### src/rtl/tpu_pkg.sv
// Shared TPU constants, requester indices and the memory-arbiter FSM encoding.
// The optional WAIT watchdog in mem_access_arbiter is enabled by MEM_ARB_TIMEOUT_EN.
package tpu_pkg;

  localparam int unsigned NUM_REQ     = 3;
  localparam int unsigned ADDR_W      = 8;
  localparam int unsigned DIM_W       = 5;
  localparam int unsigned TIMEOUT_CYC = 64;

  localparam int unsigned REQ_WEIGHT = 0;
  localparam int unsigned REQ_INPUT  = 1;
  localparam int unsigned REQ_OUTPUT = 2;

  typedef enum logic [1:0] {
    ST_IDLE  = 2'd0,
    ST_ISSUE = 2'd1,
    ST_WAIT  = 2'd2,
    ST_DONE  = 2'd3
  } arb_state_e;

endpackage

### src/rtl/rr_picker.sv
// Combinational round-robin picker: first set request at or above the pointer,
// wrapping around, returned as a one-hot select plus a valid flag.
module rr_picker #(
  parameter int unsigned NUM_REQ = 3,
  parameter int unsigned PTR_W   = 2
) (
  input  logic [NUM_REQ-1:0] i_req,
  input  logic [PTR_W-1:0]   i_ptr,
  output logic [NUM_REQ-1:0] o_sel,
  output logic               o_valid
);

  logic w_found;

  // Walk offsets from the pointer; the first requesting slot wins.
  always_comb begin
    o_sel   = '0;
    w_found = 1'b0;
    for (int off = 0; off < int'(NUM_REQ); off++) begin
      for (int i = 0; i < int'(NUM_REQ); i++) begin
        if (!w_found && i_req[i] &&
            (((int'(i_ptr) + off) % int'(NUM_REQ)) == i)) begin
          o_sel[i] = 1'b1;
          w_found  = 1'b1;
        end
      end
    end
    o_valid = w_found;
  end

endmodule

### src/rtl/mem_access_arbiter.sv
// Round-robin arbiter/sequencer sharing one memory controller among NUM_REQ requesters.
// Define MEM_ARB_TIMEOUT_EN to add the WAIT-state watchdog and sticky err flag.
module mem_access_arbiter
  import tpu_pkg::*;
#(
  parameter int unsigned NUM_REQ = tpu_pkg::NUM_REQ,
  parameter int unsigned ADDR_W  = tpu_pkg::ADDR_W,
  parameter int unsigned DIM_W   = tpu_pkg::DIM_W
`ifdef MEM_ARB_TIMEOUT_EN
  ,
  parameter int unsigned TIMEOUT_CYC = tpu_pkg::TIMEOUT_CYC
`endif
) (
  input  logic                       clk,
  input  logic                       reset,
  input  logic [NUM_REQ-1:0]         req,
  input  logic [NUM_REQ*ADDR_W-1:0]  req_base_addr,
  input  logic [NUM_REQ*DIM_W-1:0]   req_num_row,
  input  logic [NUM_REQ*DIM_W-1:0]   req_num_col,
  output logic [NUM_REQ-1:0]         grant,
  output logic [NUM_REQ-1:0]         req_done,
  output logic                       mem_active,
  output logic [ADDR_W-1:0]          mem_base_addr,
  output logic [DIM_W-1:0]           mem_num_row,
  output logic [DIM_W-1:0]           mem_num_col,
  input  logic                       mem_done,
  output logic                       busy,
  output logic                       err
);

  localparam int unsigned PTR_W = (NUM_REQ > 1) ? $clog2(NUM_REQ) : 1;
`ifdef MEM_ARB_TIMEOUT_EN
  localparam int unsigned CNT_W = $clog2(TIMEOUT_CYC + 1);
`endif

  arb_state_e          r_state, w_state_nxt;
  logic [NUM_REQ-1:0]  r_grant, w_grant_nxt;
  logic [NUM_REQ-1:0]  r_req_done, w_req_done_nxt;
  logic                r_active, w_active_nxt;
  logic                r_busy, w_busy_nxt;
  logic                r_zero, w_zero_nxt;
  logic                w_finish;
  logic [ADDR_W-1:0]   r_addr, w_addr_nxt;
  logic [DIM_W-1:0]    r_row, w_row_nxt;
  logic [DIM_W-1:0]    r_col, w_col_nxt;
  logic [PTR_W-1:0]    r_ptr, w_ptr_nxt;
  logic [PTR_W-1:0]    r_gidx, w_gidx_nxt;

  logic [NUM_REQ-1:0]  w_sel;
  logic                w_valid;
  logic [PTR_W-1:0]    w_pick_idx;
  logic [ADDR_W-1:0]   w_pick_addr;
  logic [DIM_W-1:0]    w_pick_row;
  logic [DIM_W-1:0]    w_pick_col;

`ifdef MEM_ARB_TIMEOUT_EN
  logic [CNT_W-1:0]    r_cnt, w_cnt_nxt;
  logic                r_err, w_err_nxt;
`endif

  rr_picker #(
    .NUM_REQ (NUM_REQ),
    .PTR_W   (PTR_W)
  ) u_picker (
    .i_req   (req),
    .i_ptr   (r_ptr),
    .o_sel   (w_sel),
    .o_valid (w_valid)
  );

  // Fetch the winning requester's index and transaction fields.
  always_comb begin
    w_pick_idx  = '0;
    w_pick_addr = '0;
    w_pick_row  = '0;
    w_pick_col  = '0;
    for (int i = 0; i < int'(NUM_REQ); i++) begin
      if (w_sel[i]) begin
        w_pick_idx  = PTR_W'(i);
        w_pick_addr = req_base_addr[i*ADDR_W +: ADDR_W];
        w_pick_row  = req_num_row[i*DIM_W +: DIM_W];
        w_pick_col  = req_num_col[i*DIM_W +: DIM_W];
      end
    end
  end

  // Next-state and next-output logic.
  always_comb begin
    w_state_nxt    = r_state;
    w_grant_nxt    = r_grant;
    w_req_done_nxt = '0;
    w_active_nxt   = 1'b0;
    w_zero_nxt     = r_zero;
    w_addr_nxt     = r_addr;
    w_row_nxt      = r_row;
    w_col_nxt      = r_col;
    w_ptr_nxt      = r_ptr;
    w_gidx_nxt     = r_gidx;
    w_finish       = 1'b0;
`ifdef MEM_ARB_TIMEOUT_EN
    w_cnt_nxt      = r_cnt;
    w_err_nxt      = r_err;
`endif

    case (r_state)
      ST_IDLE: begin
        if (w_valid) begin
          w_grant_nxt = w_sel;
          w_gidx_nxt  = w_pick_idx;
          w_addr_nxt  = w_pick_addr;
          w_row_nxt   = w_pick_row;
          w_col_nxt   = w_pick_col;
          w_zero_nxt  = (w_pick_row == '0) || (w_pick_col == '0);
          w_state_nxt = ST_ISSUE;
        end
      end
      ST_ISSUE: begin
        // An empty tile never starts the controller; WAIT then completes at once.
        w_active_nxt = ~r_zero;
`ifdef MEM_ARB_TIMEOUT_EN
        w_cnt_nxt    = '0;
`endif
        w_state_nxt  = ST_WAIT;
      end
      ST_WAIT: begin
        if (r_zero || mem_done) begin
          w_finish = 1'b1;
        end
`ifdef MEM_ARB_TIMEOUT_EN
        else if (r_cnt == CNT_W'(TIMEOUT_CYC - 1)) begin
          w_finish  = 1'b1;
          w_err_nxt = 1'b1;
        end else begin
          w_cnt_nxt = r_cnt + CNT_W'(1);
        end
`endif
      end
      ST_DONE: begin
        w_ptr_nxt   = (r_gidx == PTR_W'(NUM_REQ - 1)) ? '0 : r_gidx + PTR_W'(1);
        w_state_nxt = ST_IDLE;
      end
      default: w_state_nxt = ST_IDLE;
    endcase

    if (w_finish) begin
      w_req_done_nxt = r_grant;
      w_grant_nxt    = '0;
      w_state_nxt    = ST_DONE;
    end

    w_busy_nxt = (w_state_nxt != ST_IDLE);
  end

  // State and registered outputs.
  always_ff @(posedge clk or negedge reset) begin
    if (!reset) begin
      r_state    <= ST_IDLE;
      r_grant    <= '0;
      r_req_done <= '0;
      r_active   <= 1'b0;
      r_busy     <= 1'b0;
      r_zero     <= 1'b0;
      r_addr     <= '0;
      r_row      <= '0;
      r_col      <= '0;
      r_ptr      <= '0;
      r_gidx     <= '0;
`ifdef MEM_ARB_TIMEOUT_EN
      r_cnt      <= '0;
      r_err      <= 1'b0;
`endif
    end else begin
      r_state    <= w_state_nxt;
      r_grant    <= w_grant_nxt;
      r_req_done <= w_req_done_nxt;
      r_active   <= w_active_nxt;
      r_busy     <= w_busy_nxt;
      r_zero     <= w_zero_nxt;
      r_addr     <= w_addr_nxt;
      r_row      <= w_row_nxt;
      r_col      <= w_col_nxt;
      r_ptr      <= w_ptr_nxt;
      r_gidx     <= w_gidx_nxt;
`ifdef MEM_ARB_TIMEOUT_EN
      r_cnt      <= w_cnt_nxt;
      r_err      <= w_err_nxt;
`endif
    end
  end

  assign grant         = r_grant;
  assign req_done      = r_req_done;
  assign mem_active    = r_active;
  assign mem_base_addr = r_addr;
  assign mem_num_row   = r_row;
  assign mem_num_col   = r_col;
  assign busy          = r_busy;
`ifdef MEM_ARB_TIMEOUT_EN
  assign err           = r_err;
`else
  assign err           = 1'b0;
`endif

endmodule

### config.mk
export PLATFORM = sky130hd
export DESIGN_NAME = mem_access_arbiter
export DESIGN_NICKNAME = d
export VERILOG_FILES = /design/src/rtl/tpu_pkg.sv /design/src/rtl/rr_picker.sv /design/src/rtl/mem_access_arbiter.sv
export SDC_FILE = /design/constraint.sdc
export NUM_CORES = 1
export LEC_CHECK = 0
export BUFFER_PORTS_ARGS = -buffer_cell sky130_fd_sc_hd__buf_2
export CAP_MARGIN = 20
export CELL_PAD_IN_SITES_DETAIL_PLACEMENT = 0
export CELL_PAD_IN_SITES_GLOBAL_PLACEMENT = 1
export CORE_MARGIN = 3
export CORE_UTILIZATION = 33
export DETAILED_ROUTE_END_ITERATION = 10
export GPL_ROUTABILITY_DRIVEN = 1
export MAX_ROUTING_LAYER = met4
export PLACE_DENSITY_LB_ADDON = 0.25
export SETUP_SLACK_MARGIN = 0.3
export SLEW_MARGIN = 10
export SYNTH_ARGS = -nofsm -noshare
export SYNTH_HDL_FRONTEND = slang
export SYNTH_SLANG_ARGS = --single-unit
### constraint.sdc
create_clock -name clk -period 3.03 [get_ports clk]
set_input_delay 0.1515 -clock clk [delete_from_list [all_inputs] [get_ports clk]]
set_output_delay 0.1515 -clock clk [all_outputs]
set_load 0.03 [all_outputs]
* After elaboration in Yosys (flattened, before gate mapping)
Index checks and enable logic that the tools add are counted.
Word-level totals: memory bits (read-only) 0, bits of input ports 60, bits in latches 0, output and inout port bits 27, logic and storage cells 105, bits in registers 33, RAM bits 0, memories kept 0
Cells by class: $add $sub $neg 3, equal/unequal tests 10, muxes and demuxes 39, shift-type cells 0, magnitude comparators 0, reductions and logical operators 38, bitwise gates (word level) 1, div/mod/pow operators 3, multipliers 0
Operator list (number):
- 32-bit by 2-bit == test with 1-bit output, second input constant | 3
- 32-bit by 3-bit == test with 1-bit output, second input constant | 3
- 32-bit zero test | 3
- 32-bit by 3-bit modulo with 32-bit output, second input constant | 2
- 3-bit by 3-bit modulo with 32-bit output, second input constant | 1
- 5-bit 2-to-1 mux | 6
- 8-bit 2-to-1 mux | 3
- 1-bit 2-to-1 mux | 21
- 1-bit logical AND | 17
- 3-bit 2-to-1 mux | 4
- 5-bit zero test | 2
- 1-bit zero test | 8
- 2-bit 2-to-1 mux | 4
- 2-bit == test, second input constant | 3
- 2-bit case mux with 3 select lines | 1
- 2-bit nonzero test | 3
- 2-bit AND reduction | 2
- 2-bit by 1-bit adder with 3-bit output, second input constant | 1
- 2-bit by 2-bit adder with 3-bit output, second input constant | 1
- 2-bit by 1-bit adder with 2-bit output, second input constant | 1
- 2-bit by 1-bit == test with 1-bit output, second input constant | 1
- 2-bit zero test | 1
- 1-bit logical OR | 2
- 1-bit NOT | 1

* Depth between registers and ports, before layout
depth in word-level cells 40, mapped depth 11, depth with buffers taken out 8

* Cells and area by module
A second synthesis with hierarchy kept.
Second synthesis, totals: cells, all modules 199, area total of the unflattened synthesis 1836.8 µm²
By module, submodules not included:
- mem_access_arbiter | seq. area each 825.8 µm², times used 1, area an instance 1704.1 µm², cells each 182
- rr_picker | seq. area each 0.0 µm², times used 1, area an instance 132.6 µm², cells each 17

* Worst setup path after synthesis
No wires, ideal clock.
path type reg-to-reg, start register r_ptr[0], end register r_zero, data required time 2.894 ns, library setup time 0.136 ns, path slack 0.844 ns, arrival 2.050 ns, buffers on the path 3, clock period less this slack 2.186 ns, stages on the path, launching flop included 11, path through dfrtp_1 inv_1 ha_1 buf_6 a22o_1 a211o_1 buf_6 buf_2 a31o_2 a41oi_2 o31ai_2
Between the ends: longest elaborated chain between the ends 39, elaborated cells between the ends (all ways) 66, those cells by class 2 x add/sub; 3 x div; 6 x eq/ne; 23 x mux; 32 x reduce/logical
RTL lines:
- start, declared | line mem_access_arbiter.sv:46 | logic [PTR_W-1:0] r_ptr, w_ptr_nxt;
- start signal, assigned | line mem_access_arbiter.sv:182 | r_ptr <= w_ptr_nxt;
- branches (longest 39 deep; another with 32-bit by 3-bit modulo with 32-bit output)
- end signal, assigned | line mem_access_arbiter.sv:178 | r_zero <= w_zero_nxt;
- end, declared | line mem_access_arbiter.sv:41 | logic r_zero, w_zero_nxt;
Parallel ways; which one is timed is not known. A chain may end at the register's enable or synchronous reset.

* Worst setup path after layout
Same ends and word-level chain as after synthesis.

==> results.md <==
* Area taken by flip-flops and latches at just over 800 um2
* Share of cells above drive strength 1 at about 38%
* Internal Power at 0.00141 W
* Mapped cell area at 1840 um2
* Final setup TNS at 0 ns
* Post-DRT Antenna Nets at 0
* Slowest stage delay, CP at 0.47 ns
* Clock root cell: clkbuf_8
* DR DRC count at 0
* Yosys cell types at 48
* Unrepaired setup endpoints after global routing: false
* Clock skew at 0.00144 ns
* Ys async rst share at 100%
* CTS tree: done
* Final hold slack at 0.129 ns
* Vias at 1758
* Hold Vio Cnt, Final at 0
* Worst rel slew slack at 51.2%
* Yosys reg bits at 33
* CP max-delay cell: a211o_1
* Setup Fix Bufs, Post-CTS at 0
* Peak VDD IR at 0.582 mV
* Final antenna diode count at 0
* Synth top cells by count: dfrtp_1 (33), nand2_1 (27), o21ai_0 (21), a21oi_1 (13), nor2_1 (13)
* Worst path required time at 3.23 ns
* Worst slew pin tran at 0.733 ns
* Routability cong. at between 0.7 and 0.8
* Synth area leader: dfrtp_1
* Synthesized area per cell at roughly 9.2 um2
* Initial Util at 35.1%
* Vias per cell at roughly 4.9
* Pin count of the biggest net entering global routing at 34
* Worst setup SP type: flop
* Switching share of power at 46.3%
* Switch Pwr at 0.00122 W
* Crit end category: flop
* Die Area at 6510 um2
* PortBufs at between 80 and 90
* Top FF cell, synth: dfrtp_1
* Flop pwr share at 27.3%
* Run status: complete, no violations
* Hold crit path type: primary input to flop
* Placeable core area at about 5200 um2
* Routed len/inst at 14.0 um
* # setup viols final at 0
* Number of max-cap violations at 0
* First-pass GRT wire length at 8100 um
* Die Ht at 80.7 um
* Clk network pwr share at 13.8%
* Top post-synthesis cells by area: dfrtp_1 (45%), o21ai_0 (5.7%), nand2_1 (5.5%), a22o_1 (4.8%), ha_1 (4.1%)
* Power per Cell Area at 1070 nW/um2
* Overflow after GRT at 0
* CTS Buffer Depth at 2
* CTS Buf Count at 5
* CP Max Fanout at 17
* Vias in the first global route at 1731
* Area growth, synth to finish at 33.4%
* # IOs at 87
* Gate power share at roughly 59%
* Yosys top cell area share at 44.9%
* Count leader, synth: dfrtp_1
* Nets at roughly 360
* Mapped Cells at 201
* DRT Pass-1 Iters at 5
* Crit path kind: flop to flop
* Tmin final at 2.42 ns
* CTS sink cnt at 33
* Final Max Slew Viols at 0
* Clk Latency, worst-skew pair at about 0.28 ns
* Initial antenna violation count at 0
* Max H-tree Level at 2
* LEAKAGE at 1.28 nW
* Clock Pin Slew Worst Setup and Hold Paths at about 0.07 ns
* Syn. warnings at 0
* EDFF count, synth at 0
* Data arrival time of the worst path at 2.62 ns
* Number of fill cells in the layout at 544
* # rows at 26
* Post-DP HPWL at 4000 um
* Maximum operating frequency at 0.413 GHz
* Net Count, Synth at about 270
* Iter 0 DRT Violations at 48
* GRT Total Usage at 16.6%
* Overall routed net length at 5020 um
* Sequential share of the synthesized area at 44.9%
* Final period utilization at about 80%
* Worst path cell trace: inv_1 -> ha_1 -> a22o_1 -> a211o_1 -> nor2_2 -> a21oi_1 -> or3_1 -> o31ai_2
* Area of the multi-input gates at 931 um2
* Die Wd at 80.7 um
-- power groups by stage --
stage | logic, W | registers, W | clock network [W]
floorplan | 0.000885 | 0.000985 | 0
global placement | 0.00155 | 0.000722 | 0
detailed placement | 0.00156 | 0.000727 | 0
CTS | 0.00157 | 0.000720 | 0.000370
global route | 0.00174 | 0.000742 | 0.000396
finish | 0.00154 | 0.000717 | 0.000363
-- layout make-up --
cell class,count,area share [%]
clock buffers,7,3.92
clock inverters,1,0.204
inverters,10,1.53
multi-input cells,148,37.9
flip-flops and latches,33,33.6
well taps,70,3.57
repair buffers,91,19.3
-- worst max-delay path: cells and delay by family (launching register included) --
kind            cells  cell delay [ns]
simple gates        2             0.55
buf+inv             1             0.06
fa+ha+maj           1             0.40
compound gates      4             0.97
flops               1             0.35
-- path summary, 6_finish.rpt --
path	start	depth (start not counted)	slack (ns)	to
max in group asynchronous	reset	2	2.08	grant[0]$_DFFE_PN0P_
max reg2reg	r_ptr[0]$_DFFE_PN0N_	8	0.61	r_zero$_DFFE_PN0P_
max	r_ptr[0]$_DFFE_PN0N_	8	0.61	r_zero$_DFFE_PN0P_
min in group asynchronous	reset	2	0.48	mem_base_addr[5]$_DFFE_PN0P_
min	req_base_addr[19]	3	0.13	mem_base_addr[3]$_DFFE_PN0P_
min reg2reg	mem_num_row[0]$_DFFE_PN0P_	2	0.47	mem_num_row[0]$_DFFE_PN0P_
-- per-layer routing --
| metal | up-vias | GRT usage [%] | routed length [um] |
|---|---|---|---|
| met5 | - | - | 0 |
| met4 | 0 | 4.56 | 30 |
| met3 | 4 | 3.48 | 200 |
| met2 | 35 | 27.7 | 2590 |
| met1 | 832 | 20.3 | 2200 |
| li1 | 887 | - | - |
-- registers in the layout, indices dropped and copies added, names as in the netlist --
| register | flops |
|---|---|
| req_done | 3 |
| grant | 3 |
| r_zero | 1 |
| mem_base_addr | 8 |
| r_state | 2 |
| mem_num_col | 5 |
| mem_num_row | 5 |
| mem_active | 1 |
| r_ptr | 2 |
| busy | 1 |
| r_gidx | 2 |
-- what timing repair did --
item                                    in CTS  in global routing
gates resized for setup                      0                  1
endpoints found under the setup margin       0                  1
hold endpoints to repair                    33                  0
hold buffers                                 1                  0
-- cell families after synthesis --
family | count (synthesis) | share of synthesized area [%]
AO/OA/AOI/OAI | 72 | 27.0
adder cells (fa/ha/maj) | 6 | 4.08
buffers and inverters | 20 | 5.23
flip-flops | 33 | 44.9
multiplexers | 3 | 1.77
other | 1 | 0.204
AND/OR/NAND/NOR | 66 | 16.9
-- metrics by stage --
step / setup WS (ns) / util [%] / cell area (um2) / power [W] / cells
2_1_floorplan: 0.844 / - / 1840 / 0.00187 / 201
6_report: 0.610 / 46.9 / 2460 / 0.00262 / 360
3_5_place_dp: 0.547 / 44.8 / 2340 / 0.00229 / 351
5_1_grt: 0.347 / 46.9 / 2460 / 0.00288 / 360
3_3_place_gp: 0.621 / 44.8 / 2340 / 0.00227 / 351
4_1_cts: 0.524 / 46.9 / 2460 / 0.00266 / 360
-- layout by cell type, fill, tap and decap left out, drive strengths merged, types with 2 or more instances in the layout --
master and count:
dfrtp 33, buf 90, o21ai 23, or3 2, o21bai 2, nand2 27
nand3 3, a22o 10, inv 10, and2 7, clkbuf 7, ha 6
nor2 14, nand2b 3, a31o 2, a21oi 13, or2 2, nor3 3
mux2 2, a211oi 3, a22oi 4, o31ai 2
No activity file was read; power rests on OpenSTA's default activity.
